[src/rtl/pulse_rate_meter_pkg.sv]
`default_nettype none
// ============================================================================
// Module      : pulse_rate_meter_pkg
// Description : Shared widths, defaults, phase encoding and a saturating
//               increment helper for the pulse rate meter.
// Revision    : 1.0 - initial release
// ============================================================================
package pulse_rate_meter_pkg;

   // Published count width; covers 0..999 for the 3-digit display.
   localparam int DATA_W         = 10;
   localparam int MAX_COUNT_DEF  = 999;
   localparam int GATE_TICKS_DEF = 1000;

   // Per-window phase, derived from the gate counter.
   typedef enum logic {
      PH_COUNT = 1'b0,
      PH_CLOSE = 1'b1
   } phase_e;

   // Increment by one on inc, but never beyond maxv and never wrap.
   function automatic logic [DATA_W-1:0] sat_inc(
      input logic [DATA_W-1:0] v,
      input logic              inc,
      input logic [DATA_W-1:0] maxv
   );
      logic [DATA_W-1:0] r;
      r = v;
      if (inc && (v < maxv)) begin
         r = v + 1'b1;
      end
      return r;
   endfunction

endpackage : pulse_rate_meter_pkg
`default_nettype wire

[src/rtl/pulse_rate_meter_sync_edge.sv]
`default_nettype none
// ============================================================================
// Module      : sync_edge
// Description : Two-flop synchronizer followed by a rising-edge detector.
//               Usable for any slow asynchronous input (events, buttons).
// Revision    : 1.0 - initial release
// Ports       : clk     - system clock
//               rst     - asynchronous active-high reset
//               d_async - asynchronous input
//               rise    - one-cycle pulse, synchronized rising edge of d_async
// ============================================================================
module sync_edge (
   input  logic clk,
   input  logic rst,
   input  logic d_async,
   output logic rise
);

   logic s1_q;
   logic s2_q;
   logic p_q;

   always_ff @(posedge clk or posedge rst) begin
      if (rst) begin
         s1_q <= 1'b0;
         s2_q <= 1'b0;
         p_q  <= 1'b0;
      end else begin
         s1_q <= d_async;
         s2_q <= s1_q;
         p_q  <= s2_q;
      end
   end

   // p_q clears in reset, so an input already high at release reads as an edge.
   assign rise = s2_q & ~p_q;

endmodule : sync_edge
`default_nettype wire

[src/rtl/pulse_rate_meter.sv]
`default_nettype none
// ============================================================================
// Module      : pulse_rate_meter
// Description : Counts synchronized rising edges of sig_in over a fixed gate
//               window of GATE_TICKS clocks and publishes the saturated count
//               (0..MAX_COUNT) plus an overflow flag at each window close.
// Revision    : 1.0 - initial release
// Ports       : clk    - system clock
//               rst    - asynchronous active-high reset
//               sig_in - asynchronous event input
//               hold   - freezes data/ovf at window close while high
//               data   - last published count
//               ovf    - last published window exceeded MAX_COUNT
//               valid  - one-cycle strobe coincident with a data/ovf update
// ============================================================================
module pulse_rate_meter
   import pulse_rate_meter_pkg::*;
#(
   parameter int GATE_TICKS = GATE_TICKS_DEF,
   parameter int MAX_COUNT  = MAX_COUNT_DEF
) (
   input  logic              clk,
   input  logic              rst,
   input  logic              sig_in,
   input  logic              hold,
   output logic [DATA_W-1:0] data,
   output logic              ovf,
   output logic              valid
);

   localparam int                CNT_W     = $clog2(GATE_TICKS);
   localparam logic [CNT_W-1:0]  LAST_TICK = CNT_W'(GATE_TICKS - 1);
   localparam logic [DATA_W-1:0] MAX_VAL   = DATA_W'(MAX_COUNT);

   logic              rise;
   phase_e            phase;

   logic [CNT_W-1:0]  gate_cnt_q, gate_cnt_d;
   logic [DATA_W-1:0] acc_q,      acc_d;
   logic              acc_ovf_q,  acc_ovf_d;
   logic [DATA_W-1:0] data_q,     data_d;
   logic              ovf_q,      ovf_d;
   logic              valid_q,    valid_d;

   // Window view including this cycle's edge; this is what a close publishes.
   logic [DATA_W-1:0] acc_incl;
   logic              ovf_incl;

   sync_edge u_sync_edge (
      .clk     (clk),
      .rst     (rst),
      .d_async (sig_in),
      .rise    (rise)
   );

   always_comb begin
      phase      = (gate_cnt_q == LAST_TICK) ? PH_CLOSE : PH_COUNT;
      acc_incl   = sat_inc(acc_q, rise, MAX_VAL);
      ovf_incl   = acc_ovf_q | (rise & (acc_q == MAX_VAL));

      gate_cnt_d = gate_cnt_q + 1'b1;
      acc_d      = acc_incl;
      acc_ovf_d  = ovf_incl;
      data_d     = data_q;
      ovf_d      = ovf_q;
      valid_d    = 1'b0;

      if (phase == PH_CLOSE) begin
         gate_cnt_d = '0;
         acc_d      = '0;
         acc_ovf_d  = 1'b0;
         // A held close discards the window; the counter keeps running.
         if (!hold) begin
            data_d  = acc_incl;
            ovf_d   = ovf_incl;
            valid_d = 1'b1;
         end
      end
   end

   always_ff @(posedge clk or posedge rst) begin
      if (rst) begin
         gate_cnt_q <= '0;
         acc_q      <= '0;
         acc_ovf_q  <= 1'b0;
         data_q     <= '0;
         ovf_q      <= 1'b0;
         valid_q    <= 1'b0;
      end else begin
         gate_cnt_q <= gate_cnt_d;
         acc_q      <= acc_d;
         acc_ovf_q  <= acc_ovf_d;
         data_q     <= data_d;
         ovf_q      <= ovf_d;
         valid_q    <= valid_d;
      end
   end

   assign data  = data_q;
   assign ovf   = ovf_q;
   assign valid = valid_q;

endmodule : pulse_rate_meter
`default_nettype wire

[config.mk]
export PLATFORM = sky130hd
export DESIGN_NAME = pulse_rate_meter
export DESIGN_NICKNAME = d
export VERILOG_FILES = /design/src/rtl/pulse_rate_meter_pkg.sv /design/src/rtl/pulse_rate_meter_sync_edge.sv /design/src/rtl/pulse_rate_meter.sv
export SDC_FILE = /design/constraint.sdc
export NUM_CORES = 1
export LEC_CHECK = 0
export BUFFER_PORTS_ARGS = -buffer_cell sky130_fd_sc_hd__buf_4
export CORE_MARGIN = 2
export CORE_UTILIZATION = 45
export DETAILED_ROUTE_END_ITERATION = 10
export PLACE_DENSITY = 0.7
export SKIP_LAST_GASP = 1
export SLEW_MARGIN = 10
export SYNTH_ARGS = -nofsm -noshare
export SYNTH_HDL_FRONTEND = slang
export SYNTH_SLANG_ARGS = --single-unit
[constraint.sdc]
create_clock -name clk -period 2.65 [get_ports clk]
set_input_delay 0.795 -clock clk [delete_from_list [all_inputs] [get_ports clk]]
set_output_delay 0.795 -clock clk [all_outputs]
set_load 0.02 [all_outputs]
**After elaboration in Yosys (flattened, before gate mapping)**

Cells that the tools add are included.

- Register bits: 36
- Output and inout bits: 12

- Add/sub/neg operators: 2
- Magnitude comparators: 1
- Equal/unequal tests: 2
- Multiplexer cells: 7
- Bitwise gates (word level): 5
- Reduce and logical (&&, ||, !) cells: 2

Operators with widths:

| cell | number |
|---|---|
| $mux W10 | 3 |
| $add A10 B1 Y10 const B | 2 |
| $eq A10 B10 Y1 const B | 2 |
| $lt A10 B10 Y1 const B | 1 |
| $mux W1 | 4 |
| $and A1 B1 Y1 | 2 |
| $not A1 Y1 | 2 |
| $reduce_and A2 Y1 | 1 |
| $logic_and A1 B1 Y1 | 1 |
| $or A1 B1 Y1 | 1 |

**Logic depth before layout (Yosys ltp)**

- Depth after elaboration: 5
- Mapped depth: 6

**Modules after synthesis**

Synthesis repeated with hierarchy kept, for this count alone.

- Cells, all modules: 153
- Area total of the unflattened synthesis: 1670.4 µm²

By module, submodules not included:

| module | instances | cells each | area an instance (µm²) | sequential area each (µm²) |
|---|---|---|---|---|
| pulse_rate_meter | 1 | 148 | 1577.8 | 825.8 |
| sync_edge | 1 | 5 | 92.6 | 75.1 |

**Worst setup path after synthesis**

Ideal clock, no wire load.

- Path kind: input to register
- Start point: in hold
- End point: reg data_q[3] (netlist: data[3])
- Setup time: 0.069 ns
- Arrival time: 1.740 ns
- Required time: 2.581 ns
- Setup slack: 0.841 ns
- Cell stages on the path: 4
- Buffers on the path: 0
- Cell sequence: nor4b_4 nand3_2 or4_1 nand3_1

- Cells in the longest elaborated chain, start to end: 2

Ends and longest elaborated chain:

| what | line | RTL |
|---|---|---|
| from (decl) | pulse_rate_meter.sv:25 | `input logic hold,` |
| $not A1 Y1 (no line) | n/a |  |
| $reduce_and A2 Y1 (no line) | n/a |  |
| to (signal assigned) | pulse_rate_meter.sv:93 | `data_q <= data_d;` |
| to (decl) | pulse_rate_meter.sv:41 | `logic [DATA_W-1:0] data_q, data_d;` |

No other way between the ends.
A chain may end at the register's enable or synchronous reset.

**Final worst setup path**

- Start point: reg acc_q[0]
- End point: reg data_q[7] (netlist: data[7])

- Cells in the longest elaborated chain, start to end: 3

Ends and longest elaborated chain:

| what | line | RTL |
|---|---|---|
| from (decl) | pulse_rate_meter.sv:39 | `logic [DATA_W-1:0] acc_q, acc_d;` |
| from (signal assigned) | pulse_rate_meter.sv:84 | `acc_q <= '0;` |
| from (signal assigned) | pulse_rate_meter.sv:91 | `acc_q <= acc_d;` |
| $lt A10 B10 Y1 | pulse_rate_meter_pkg.sv:29 | `if (inc && (v < maxv)) begin` |
| $logic_and A1 B1 Y1 | pulse_rate_meter_pkg.sv:29 |  |
| $mux W10 (*) | pulse_rate_meter_pkg.sv:29 |  |

Every way passes the cells marked *; elsewhere a longest branch is shown, timed or not.

==> tab_implementation.tex <==
\begin{tabular}{lr}
\hline
Metric & Value \\
\hline
\multicolumn{2}{l}{\textbf{Outcome}} \\
\quad Outcome & finished, final reports clean \\
\multicolumn{2}{l}{\textbf{Worst setup path}} \\
\quad Delay contributed by the slowest stage of the critical path & 0.53 ns \\
\quad Cell family with most CP delay & simple AND/OR/NAND/NOR gates \\
\quad Total stage count of the critical path & 5 \\
\quad Cell-by-cell listing of the critical path & ha\_1 > a211oi\_4 > nor3\_2 > or4\_4 > a31oi\_1 \\
\quad Critical path peak fanout & 4 \\
\quad Length in cells of the worst reg-to-reg path & 5 \\
\quad Worst setup path class & reg2reg \\
\quad Worst reg-to-reg setup slack & 0.74 ns \\
\quad Crit path launch type & register \\
\quad R2R Path End & data[7]\$\_DFFE\_PP0P\_ \\
\quad Capture point of the worst path & data[7]\$\_DFFE\_PP0P\_ \\
\quad Endpoint kind of the worst setup timing path & register \\
\quad Critical Path Slowest Stage Cell & sky130\_fd\_sc\_hd\_\_or4\_4 \\
\quad Data arrival time of the critical path & 2.17 ns \\
\quad FF-to-FF Start & acc\_q[0]\$\_DFF\_PP0\_ \\
\quad CP Buf/Inv Count & 0 \\
\quad Required time of the critical path & 2.91 ns \\
\quad Crit path launch & acc\_q[0]\$\_DFF\_PP0\_ \\
\multicolumn{2}{l}{\textbf{Finish}} \\
\quad Most common library cell in the layout ignoring fill and taps & sky130\_fd\_sc\_hd\_\_dfrtp\_1 \\
\quad Area growth from synthesis to final layout & 13.6\% \\
\quad Fraction of final layout cells with drive strength greater than 1 & 0.197 \\
\quad Total number of nets in the final design & 178 \\
\quad Diode insertion count for antenna repair & 0 \\
\quad Commonest non-fill, non-tap cells in the layout & sky130\_fd\_sc\_hd\_\_dfrtp\_1 (36), sky130\_fd\_sc\_hd\_\_nor2\_1 (20), sky130\_fd\_sc\_hd\_\_buf\_4 (18) \\
\multicolumn{2}{l}{\textbf{Power}} \\
\quad Power density of the placed cells & 596 mW/mm2 \\
\quad Sequential power share & 0.589 \\
\quad Combinational Power Share & 0.138 \\
\quad Sw power & 0.329 mW \\
\quad Clock network fraction of total power & 0.273 \\
\quad VDD IR-drop max & 0.349 mV \\
\quad Static leakage & 0.818 nW \\
\quad Switching part of the total & 0.294 \\
\quad Cell Int Power & 0.788 mW \\
\multicolumn{2}{l}{\textbf{Drt}} \\
\quad Number of search-and-repair iterations in the first detailed-routing pass & 4 \\
\quad DRC marker count from the first detailed-route iteration & 77 \\
\quad Total via count in the routed design & 1197 \\
\quad Routed wirelength normalized by instance count & 13.7 um \\
\quad Routed Wire Length & 3.00 mm \\
\quad Vias per cell & 5.47 \\
\quad ANT nets after route & 0 \\
\quad DRC & 0 \\
\multicolumn{2}{l}{\textbf{Clock network}} \\
\quad Clock sink count & 36 \\
\quad Insertion delay to the later sink of the worst-skew pair & 0.34 ns \\
\quad Clock tree from TritonCTS & yes \\
\quad Clock slew seen by the registers of the worst setup and hold paths & 0.10 ns \\
\quad Post-CTS Hold Fix Bufs & 0 \\
\quad \# Post-CTS Setup Buffers & 0 \\
\quad Maximum clock insertion buffer count & 2 \\
\quad Inserted Clock Buffers & 5 \\
\quad Clock root buffer & sky130\_fd\_sc\_hd\_\_clkbuf\_4 \\
\quad Count of cells resized by post-cts repair & 0 \\
\quad Number of H-tree levels & 2 \\
\multicolumn{2}{l}{\textbf{STA}} \\
\quad Final max-slew violation count & 0 \\
\quad Final worst clock skew & 0.00445 ns \\
\quad RSZ-0062 raised after global routing & false \\
\quad Fraction of the cycle the final worst path needs & 0.721 \\
\quad Endpoints failing setup & 0 \\
\quad Worst hold-check slack & 0.366 ns \\
\quad Hold Vio Cnt, Final & 0 \\
\quad Worst slew pin tran & 0.439 ns \\
\quad Final period demand of the worst path & 1.91 ns \\
\quad Headroom to the max-slew limit & 0.707 \\
\quad Final setup TNS & 0 ns \\
\quad F\_max & 523 MHz \\
\multicolumn{2}{l}{\textbf{GRT}} \\
\quad GR Util All Layers & 0.178 \\
\quad Residual overflow from global routing & 0 \\
\quad Largest net degree at the start of global routing & 37 \\
\quad Antenna violations before repair & 0 \\
\quad Wire length of the first global-routing pass & 5.58 mm \\
\quad Via count of the first global-routing pass & 1241 \\
\multicolumn{2}{l}{\textbf{Die}} \\
\quad Initial Util & 0.483 \\
\quad Floorplan die area & 0.00416 mm2 \\
\quad Die Ht & 64.5 um \\
\quad Core Footprint & 0.00342 mm2 \\
\quad I/O pin cnt & 16 \\
\quad Number of rows created at floorplan & 21 \\
\quad DIE WIDTH & 64.5 um \\
\multicolumn{2}{l}{\textbf{Synth}} \\
\quad Proportion of synthesized chip area in sequential cells & 0.546 \\
\quad Netlist Area Pre-Place & 0.00165 mm2 \\
\quad Total of flip-flops plus latches after synthesis & 36 \\
\quad Yosys synthesis warning count & 0 \\
\quad Post-synth EDFFs & 0 \\
\quad Post-Synthesis Net Count & 157 \\
\quad Avg Inst Size Synth & 10.9 um2 \\
\quad Proportion of register bits with asynchronous set or reset after synthesis & 1.00 \\
\quad Most used flip-flop cell after synthesis & sky130\_fd\_sc\_hd\_\_dfrtp\_1 \\
\quad Post-Syn Instances & 151 \\
\quad Number of different library cells in the post-synthesis netlist & 42 \\
\multicolumn{2}{l}{\textbf{Place}} \\
\quad Final GP Congestion & 0.772 \\
\quad DPL Wire Length & 2.11 mm \\
\quad Port bufs & 15 \\
\multicolumn{2}{l}{\textbf{Job}} \\
\quad Number of violations of the max-capacitance limit & 0 \\
\multicolumn{2}{l}{\textbf{Min path}} \\
\quad Class of the tightest hold or removal check & reg2reg \\
\hline
\end{tabular}
-- kinds of logic after synthesis --
kind of cell    synth area share
fa+ha+maj                 0.0152
compound gates             0.115
xor+xnor                  0.0584
buf+inv                   0.0212
flops                      0.546
mux                      0.00607
simple gates               0.237
-- metrics by stage --
stage | power (mW) | worst slack, ns | util | cell area [um2] | instances
after floorplan | 0.795 | 0.841 | - | 1650 | 151
after global placement | 0.820 | 0.758 | 0.531 | 1810 | 211
after detailed placement | 0.828 | 0.752 | 0.531 | 1810 | 211
after CTS | 1.13 | 0.728 | 0.548 | 1870 | 219
after global routing | 1.20 | 0.629 | 0.548 | 1870 | 219
final | 1.12 | 0.740 | 0.548 | 1870 | 219
-- cells in the mapped netlist (2+ instances only) --
master | number | area share
sky130_fd_sc_hd__nand3_1 | 4 | 0.012
sky130_fd_sc_hd__xnor2_1 | 3 | 0.016
sky130_fd_sc_hd__o21ai_0 | 7 | 0.021
sky130_fd_sc_hd__nor2b_1 | 2 | 0.0076
sky130_fd_sc_hd__nand2_1 | 14 | 0.032
sky130_fd_sc_hd__o31ai_1 | 2 | 0.0091
sky130_fd_sc_hd__and3_1 | 2 | 0.0076
sky130_fd_sc_hd__nor3_1 | 5 | 0.015
sky130_fd_sc_hd__or3_1 | 3 | 0.011
sky130_fd_sc_hd__nand3_2 | 2 | 0.012
sky130_fd_sc_hd__a31oi_1 | 3 | 0.011
sky130_fd_sc_hd__and2_1 | 2 | 0.0076
sky130_fd_sc_hd__nor2_1 | 20 | 0.046
sky130_fd_sc_hd__a21oi_1 | 7 | 0.021
sky130_fd_sc_hd__ha_1 | 2 | 0.015
sky130_fd_sc_hd__dfrtp_1 | 36 | 0.55
sky130_fd_sc_hd__o211ai_1 | 3 | 0.014
sky130_fd_sc_hd__xor2_1 | 8 | 0.042
sky130_fd_sc_hd__nand4_1 | 3 | 0.011
-- how the worst min path moves through the flow --
| stage | cells past startpoint | slack (ns) | end | start |
|---|---|---|---|---|
| after floorplan | 0 | 0.33 | u_sync_edge.s2_q$_DFF_PP0_ | u_sync_edge.s1_q$_DFF_PP0_ |
| after global placement | 0 | 0.34 | u_sync_edge.s2_q$_DFF_PP0_ | u_sync_edge.s1_q$_DFF_PP0_ |
| after detailed placement | 0 | 0.35 | u_sync_edge.s2_q$_DFF_PP0_ | u_sync_edge.s1_q$_DFF_PP0_ |
| after CTS | 0 | 0.37 | u_sync_edge.s2_q$_DFF_PP0_ | u_sync_edge.s1_q$_DFF_PP0_ |
| after global routing | 0 | 0.38 | u_sync_edge.s2_q$_DFF_PP0_ | u_sync_edge.s1_q$_DFF_PP0_ |
| final | 0 | 0.37 | u_sync_edge.s2_q$_DFF_PP0_ | u_sync_edge.s1_q$_DFF_PP0_ |
-- flip-flops by register name (all words and copies together), names as in the netlist --
signal / count
u_sync_edge.p_q: 1
acc_q: 10
u_sync_edge.s1_q: 1
gate_cnt_q: 10
valid: 1
data: 10
u_sync_edge.s2_q: 1
acc_ovf_q: 1
ovf: 1
-- power by group through the flow --
stage               combinational, mW  clock [mW]  sequential (mW)
floorplan                       0.153           0            0.642
global placement                0.152           0            0.668
detailed placement              0.157           0            0.671
CTS                             0.159       0.314            0.660
global route                    0.183       0.351            0.670
finish                          0.155       0.304            0.658
-- layout make-up --
class | count | area [um2]
Multi-Input combinational cell | 109 | 713
Tap cell | 46 | 57.6
Timing Repair Buffer | 18 | 135
Inverter | 2 | 7.51
Sequential cell | 36 | 901
Clock buffer | 8 | 58.8
Fill cell | 319 | 1540
-- routing by layer --
metal | GRT usage | wire [um] | vias to the layer above
li1 | - | - | 578
met2 | 0.266 | 1340 | 33
met5 | 0 | 0 | -
met3 | 0.0747 | 190 | 5
met1 | 0.233 | 1430 | 581
met4 | 0.0638 | 47 | 0
No activity file was read; power rests on OpenSTA's default activity.
